File: src/rtl/datapath_fsm_alu_pkg.sv
// Shared constants for the operand datapath: operation modes and controller state encoding.
package datapath_pkg;

   localparam logic [1:0] MODE_CAT = 2'b00;
   localparam logic [1:0] MODE_ADD = 2'b01;
   localparam logic [1:0] MODE_SUB = 2'b10;
   localparam logic [1:0] MODE_MUL = 2'b11;

   localparam logic [1:0] ST_IDLE = 2'd0;
   localparam logic [1:0] ST_EXEC = 2'd1;
   localparam logic [1:0] ST_DONE = 2'd2;

   typedef enum logic [1:0] {
      IDLE = ST_IDLE,
      EXEC = ST_EXEC,
      DONE = ST_DONE
   } state_e;

endpackage

File: src/rtl/datapath_fsm_alu_if.sv
// Request/result bus between the control path and the operand datapath.
interface datapath_fsm_alu_if #(
   parameter int W = 4
) ();

   logic           start;
   logic [1:0]     mode;
   logic [W-1:0]   a;
   logic [W-1:0]   b;
   logic           busy;
   logic           done;
   logic [2*W-1:0] result;

   modport master (output start, mode, a, b, input busy, done, result);
   modport slave  (input start, mode, a, b, output busy, done, result);

endinterface

File: src/rtl/datapath_fsm_mul.sv
// Shift-add multiply slice: one partial product per step, W steps per operation.
module datapath_fsm_mul #(
   parameter int W = 4
) (
   input  logic           clk,
   input  logic           clr_n,
   input  logic           load,
   input  logic           step,
   input  logic [W-1:0]   a,
   input  logic [W-1:0]   b,
   output logic           last,
   output logic [2*W-1:0] product
);

   localparam int CW = $clog2(W + 1);

   logic [2*W-1:0] mcand_q, mcand_d;
   logic [2*W-1:0] acc_q, acc_d;
   logic [W-1:0]   mplier_q, mplier_d;
   logic [CW-1:0]  cnt_q, cnt_d;

   // NOTE: every _d starts as a copy of its _q, so no path through this block can infer a latch.
   always_comb begin
      mcand_d  = mcand_q;
      acc_d    = acc_q;
      mplier_d = mplier_q;
      cnt_d    = cnt_q;
      if (load) begin
         mcand_d  = {{W{1'b0}}, a};
         mplier_d = b;
         acc_d    = '0;
         cnt_d    = CW'(W);
      end else if (step && cnt_q != '0) begin
         if (mplier_q[0]) acc_d = acc_q + mcand_q;
         mcand_d  = mcand_q << 1;
         mplier_d = mplier_q >> 1;
         cnt_d    = cnt_q - CW'(1);
      end
   end

   // The step taken while last is high is the final one; product already includes it.
   assign last    = (cnt_q == CW'(1));
   assign product = acc_d;

   always_ff @(posedge clk) begin
      if (!clr_n) begin
         mcand_q  <= '0;
         acc_q    <= '0;
         mplier_q <= '0;
         cnt_q    <= '0;
      end else begin
         mcand_q  <= mcand_d;
         acc_q    <= acc_d;
         mplier_q <= mplier_d;
         cnt_q    <= cnt_d;
      end
   end

endmodule

File: src/rtl/datapath_fsm_alu.sv
// Controller FSM plus datapath: concat/add/sub in one EXEC cycle, multiply over W cycles.
module datapath_fsm_alu
   import datapath_pkg::*;
#(
   parameter int W = 4
) (
   input  logic              clk,
   input  logic              clr_n,
   datapath_fsm_alu_if.slave bus
);

   state_e         state_q, state_d;
   logic [W-1:0]   a_q, a_d, b_q, b_d;
   logic [1:0]     mode_q, mode_d;
   logic           busy_q, busy_d, done_q, done_d;
   logic [2*W-1:0] result_q, result_d;
   logic [2*W-1:0] op_res, mul_product;
   logic           accept, mul_load, mul_step, mul_last;

   // A request is taken in IDLE or in DONE (back-to-back); in EXEC it is ignored.
   assign accept   = bus.start && (state_q == IDLE || state_q == DONE);
   assign mul_load = accept && (bus.mode == MODE_MUL);
   assign mul_step = (state_q == EXEC) && (mode_q == MODE_MUL);

   datapath_fsm_mul #(.W(W)) u_mul (
      .clk     (clk),
      .clr_n   (clr_n),
      .load    (mul_load),
      .step    (mul_step),
      .a       (bus.a),
      .b       (bus.b),
      .last    (mul_last),
      .product (mul_product)
   );

   always_comb begin
      case (mode_q)
         MODE_CAT: op_res = {a_q, b_q};
         MODE_ADD: op_res = {{W{1'b0}}, a_q} + {{W{1'b0}}, b_q};
         MODE_SUB: op_res = {{W{1'b0}}, a_q} - {{W{1'b0}}, b_q};
         default:  op_res = mul_product;
      endcase
   end

   always_comb begin
      state_d  = state_q;
      a_d      = a_q;
      b_d      = b_q;
      mode_d   = mode_q;
      busy_d   = 1'b0;
      done_d   = 1'b0;
      result_d = result_q;
      if (accept) begin
         a_d     = bus.a;
         b_d     = bus.b;
         mode_d  = bus.mode;
         state_d = EXEC;
         busy_d  = 1'b1;
      end else begin
         case (state_q)
            EXEC: begin
               busy_d = 1'b1;
               if (mode_q != MODE_MUL || mul_last) begin
                  result_d = op_res;
                  state_d  = DONE;
                  busy_d   = 1'b0;
                  done_d   = 1'b1;
               end
            end
            default: state_d = IDLE;
         endcase
      end
   end

   always_ff @(posedge clk) begin
      if (!clr_n) begin
         state_q  <= IDLE;
         a_q      <= '0;
         b_q      <= '0;
         mode_q   <= '0;
         busy_q   <= 1'b0;
         done_q   <= 1'b0;
         result_q <= '0;
      end else begin
         state_q  <= state_d;
         a_q      <= a_d;
         b_q      <= b_d;
         mode_q   <= mode_d;
         busy_q   <= busy_d;
         done_q   <= done_d;
         result_q <= result_d;
      end
   end

   assign bus.busy   = busy_q;
   assign bus.done   = done_q;
   assign bus.result = result_q;

endmodule

File: src/flat_wrapper.sv
// flat-port wrapper written by rule: the top's interface ports become plain ports
module datapath_fsm_alu_flat import datapath_pkg::*;
#(
   parameter int W = 4
)
  (clk, clr_n, bus_start, bus_mode, bus_a, bus_b, bus_busy, bus_done, bus_result);
  datapath_fsm_alu_if #(.W(W)) bus_i ();
  input  logic clk;
  input  logic clr_n;
  input wire logic [$bits(bus_i.start)-1:0] bus_start;
  input wire logic [$bits(bus_i.mode)-1:0] bus_mode;
  input wire logic [$bits(bus_i.a)-1:0] bus_a;
  input wire logic [$bits(bus_i.b)-1:0] bus_b;
  output wire logic [$bits(bus_i.busy)-1:0] bus_busy;
  output wire logic [$bits(bus_i.done)-1:0] bus_done;
  output wire logic [$bits(bus_i.result)-1:0] bus_result;
  assign bus_i.start = bus_start;
  assign bus_i.mode = bus_mode;
  assign bus_i.a = bus_a;
  assign bus_i.b = bus_b;
  assign bus_busy = bus_i.busy;
  assign bus_done = bus_i.done;
  assign bus_result = bus_i.result;
  datapath_fsm_alu #(.W(W)) u_core (.clk(clk), .clr_n(clr_n), .bus(bus_i));
endmodule
File: config.mk
export PLATFORM = sky130hd
export DESIGN_NAME = datapath_fsm_alu_flat
export DESIGN_NICKNAME = d
export VERILOG_FILES = /design/src/rtl/datapath_fsm_alu_pkg.sv /design/src/rtl/datapath_fsm_alu_if.sv /design/src/rtl/datapath_fsm_mul.sv /design/src/rtl/datapath_fsm_alu.sv /design/src/flat_wrapper.sv
export SDC_FILE = /design/constraint.sdc
export NUM_CORES = 1
export LEC_CHECK = 0
export ABC_AREA = 1
export BUFFER_PORTS_ARGS = -buffer_cell sky130_fd_sc_hd__buf_4
export CAP_MARGIN = 20
export CORE_MARGIN = 5
export CORE_UTILIZATION = 40
export DETAILED_ROUTE_END_ITERATION = 10
export GPL_ROUTABILITY_DRIVEN = 0
export SLEW_MARGIN = 10
export SYNTH_ARGS = -nofsm -noshare
export SYNTH_HDL_FRONTEND = slang
export SYNTH_SLANG_ARGS = --single-unit
File: constraint.sdc
create_clock -name clk -period 2.2 [get_ports clk]
set_input_delay 0.44 -clock clk [delete_from_list [all_inputs] [get_ports clk]]
set_output_delay 0.44 -clock clk [all_outputs]
set_load 0.03 [all_outputs]
==> metrics.txt <==
CP Data Required Time=2400 ps; R2R setup slack=400 ps; layout cells sized above 1=11.48%; TNS Setup=0 ps; register area=900.9 um2; top cell type's share of synthesized area=36.22%; Synth cell types=29; fin crit period=1801 ps; Area Growth Syn to Fin=12.47%; post-layout power=1.628 mW; Final Max Slew Viols=0; maxcap violations=0; # DRC=0; fin area=2798 um2; Initial DRC Count=135; Post-Syn Instances=343; Max-Slew Margin vs Limit=51.52%; Leak=1.273 nW; IO buf count=22; dominant cell type by area after synthesis=dfxtp_1; clk_skew=3.306 ps; Sw Pwr=0.4555 mW; core area=5991 um2; Overall Global Routing Usage=15.80%; TritonRoute pass-1 iters=4; # rows=28; placed wire-length estimate=4505 um; overall die width=88.86 um; commonest non-fill, non-tap cell in the layout=nand2_1; post-route insts no fill=441; vias in the first global route=2,134; Hold Path Depth=3; CTS tree=yes; Synth Register Bits=45; CP startpoint kind=flop; Clk Latency, worst-skew pair=290 ps; R2R depth=10; worst-case hold path end point=u_core.u_mul.mcand_q[0]$_SDFFE_PN0P_; combinational share of power=16.2%; via/cell ratio=5.082; H-tree levels=2; Post-Syn Area=2487 um2; Synthesis Warnings=0; postcts setup bufs=0; Avg Cell Area, Syn=7.252 um2; vias=2,241; Cell Int Power=1.172 mW; pre-CTS WS=407.9 ps; power per cell area=581.9 nW/um2; Synth area leaders=dfxtp_1 (36%), ha_1 (9.1%), nand2_1 (8.6%), a21oi_1 (7.8%), inv_1 (6.2%); placed cell count=433; largest net degree at the start of global routing=20; clock sinks=45; Ant. Diodes=0; Die Y=88.86 um; Layout fillers=610; syn nets=377; Inserted Clock Buffers=5; status=finished clean; reg2reg start=u_core.a_q[0]$_SDFFE_PN0P_; Post-CTS Resized=0; Hold Vio Cnt, Final=0; path category of the worst min-delay check=in -> reg; highest clock rate=555.3 MHz; Clock power frac=29.9%; Seq/Total Area, Yosys=36.22%; RSZ-0062 raised after global routing=false; commonest non-fill, non-tap cells in the layout=nand2_1 (57), dfxtp_1 (45), inv_1 (41); I/O pin count=23; Worst Max-Slew Pin Slew=724.5 ps; initial core utilization=41.52%; clk root buf=clkbuf_8; crit path max fanout=3; final setup vio count=0; first-pass GRT wire length=9742 um; Post-CTS Hold Fix Bufs=0; Longest Clk Path Bufs=2; final core occ=46.70%; initial antenna violation count=0; Seq pwr share=53.9%; grt total ovfl=0; Hold Crit Start=bus_a[0]; Routed WL=5687 um; Crit path arrival time=2000 ps; Final WS setup=399.3 ps; worst ir drop on vdd=0.0003586 V; DR WL/cell=12.90 um; Critical R2R Capture=u_core.bus.result[2]$_SDFFE_PN0P_; Switching Share=27.98%; Detail Route Antenna Nets=0; critical path endpoint category=flop; multi-input logic area=1376 um2; Final Net Count=399; WHS=416.9 ps; die area=7895 um2; Final Cycle Share=81.85%; Area after DPL=2718 um2; critical path type=reg -> reg; clk slew on worst S/H paths=80 ps
[worst max-delay path: stages, from the launching register on]
cell and delay (ps):
dfxtp_1 310, inv_1 110, ha_1 160, inv_1 60, fa_1 400, xnor2_1 190
o22ai_1 80, a21oi_1 150, nand3_1 120, nand2_1 90, inv_1 40
[cells in the mapped netlist]
cell type and number:
a211oi_1 3, a21oi_1 39, a221oi_1 2, a31oi_1 1, buf_2 2, buf_4 1
clkbuf_1 5, clkinv_2 1, dfxtp_1 45, fa_1 3, ha_1 18, inv_1 41
inv_2 4, nand2_1 57, nand2_2 3, nand2_4 1, nand3_1 27, nand3_4 2
nand4_1 5, nor2_1 40, nor2_2 1, nor2_4 1, o211ai_1 1, o21a_1 4
o21ai_0 29, o22ai_1 1, or2_1 1, or2_2 1, xnor2_1 4
[cells by family (layout without fill, tap and decap cells)]
kind of cell	count (synthesis)	count (layout)	synth area share [%]
buffers and inverters	54	77	8.451
and+or+nand+nor	139	139	25.15
adders and majority gates	21	21	11.47
AOI/OAI and AO/OA	80	80	17.30
DFF	45	45	36.22
xor gates and xnor gates	4	4	1.408
[sequential cells by signal, indices dropped and copies added (netlist names), 3 cells and up]
signal                 flops
u_core.a_q                 4
u_core.b_q                 4
u_core.u_mul.acc_q         8
u_core.u_mul.cnt_q         3
u_core.u_mul.mcand_q       8
u_core.u_mul.mplier_q      4
u_core.bus.result          8
[metal layers]
| metal | global-route usage, % | part of all wire [%] | vias up |
|---|---|---|---|
| li1 | - | - | 1179 |
| met3 | 3.631 | 5.3 | 6 |
| met1 | 21.81 | 49 | 1010 |
| met4 | 4.258 | 1.1 | 0 |
| met2 | 24.76 | 44 | 46 |
| met5 | 0 | 0 | - |
[worst max-delay path by stage]
stage                                                    start                           endpoint  slack, ps  cells past startpoint
after floorplan           u_core.u_mul.mcand_q[0]$_SDFFE_PN0P_  u_core.bus.result[4]$_SDFFE_PN0P_        670                      8
after global routing        u_core.u_mul.cnt_q[1]$_SDFFE_PP0P_  u_core.bus.result[5]$_SDFFE_PN0P_        170                      7
after CTS                           u_core.a_q[0]$_SDFFE_PN0P_  u_core.bus.result[2]$_SDFFE_PN0P_        390                     10
after global placement              u_core.a_q[0]$_SDFFE_PN0P_  u_core.bus.result[2]$_SDFFE_PN0P_        390                     10
final                               u_core.a_q[0]$_SDFFE_PN0P_  u_core.bus.result[2]$_SDFFE_PN0P_        400                     10
after detailed placement    u_core.u_mul.cnt_q[1]$_SDFFE_PP0P_  u_core.bus.result[5]$_SDFFE_PN0P_        410                      7
[power groups by stage]
stage          clock, mW  combinational [mW]  sequential, mW
2_1_floorplan          0               0.160           0.913
3_5_place_dp           0               0.264           0.897
5_1_grt            0.538               0.299           0.883
3_3_place_gp           0               0.262           0.897
4_1_cts            0.501               0.266           0.878
6_report           0.487               0.263           0.877
[final cells by class]
| cell class | count | share of cell area (%) |
|---|---|---|
| Clock buffer | 8 | 2.862 |
| Inverter | 46 | 6.216 |
| Multi-Input combinational cell | 244 | 49.20 |
| Sequential cell | 45 | 32.20 |
| Tap cell | 75 | 3.354 |
| Timing Repair Buffer | 23 | 6.172 |
No activity file was read; power rests on OpenSTA's default activity.
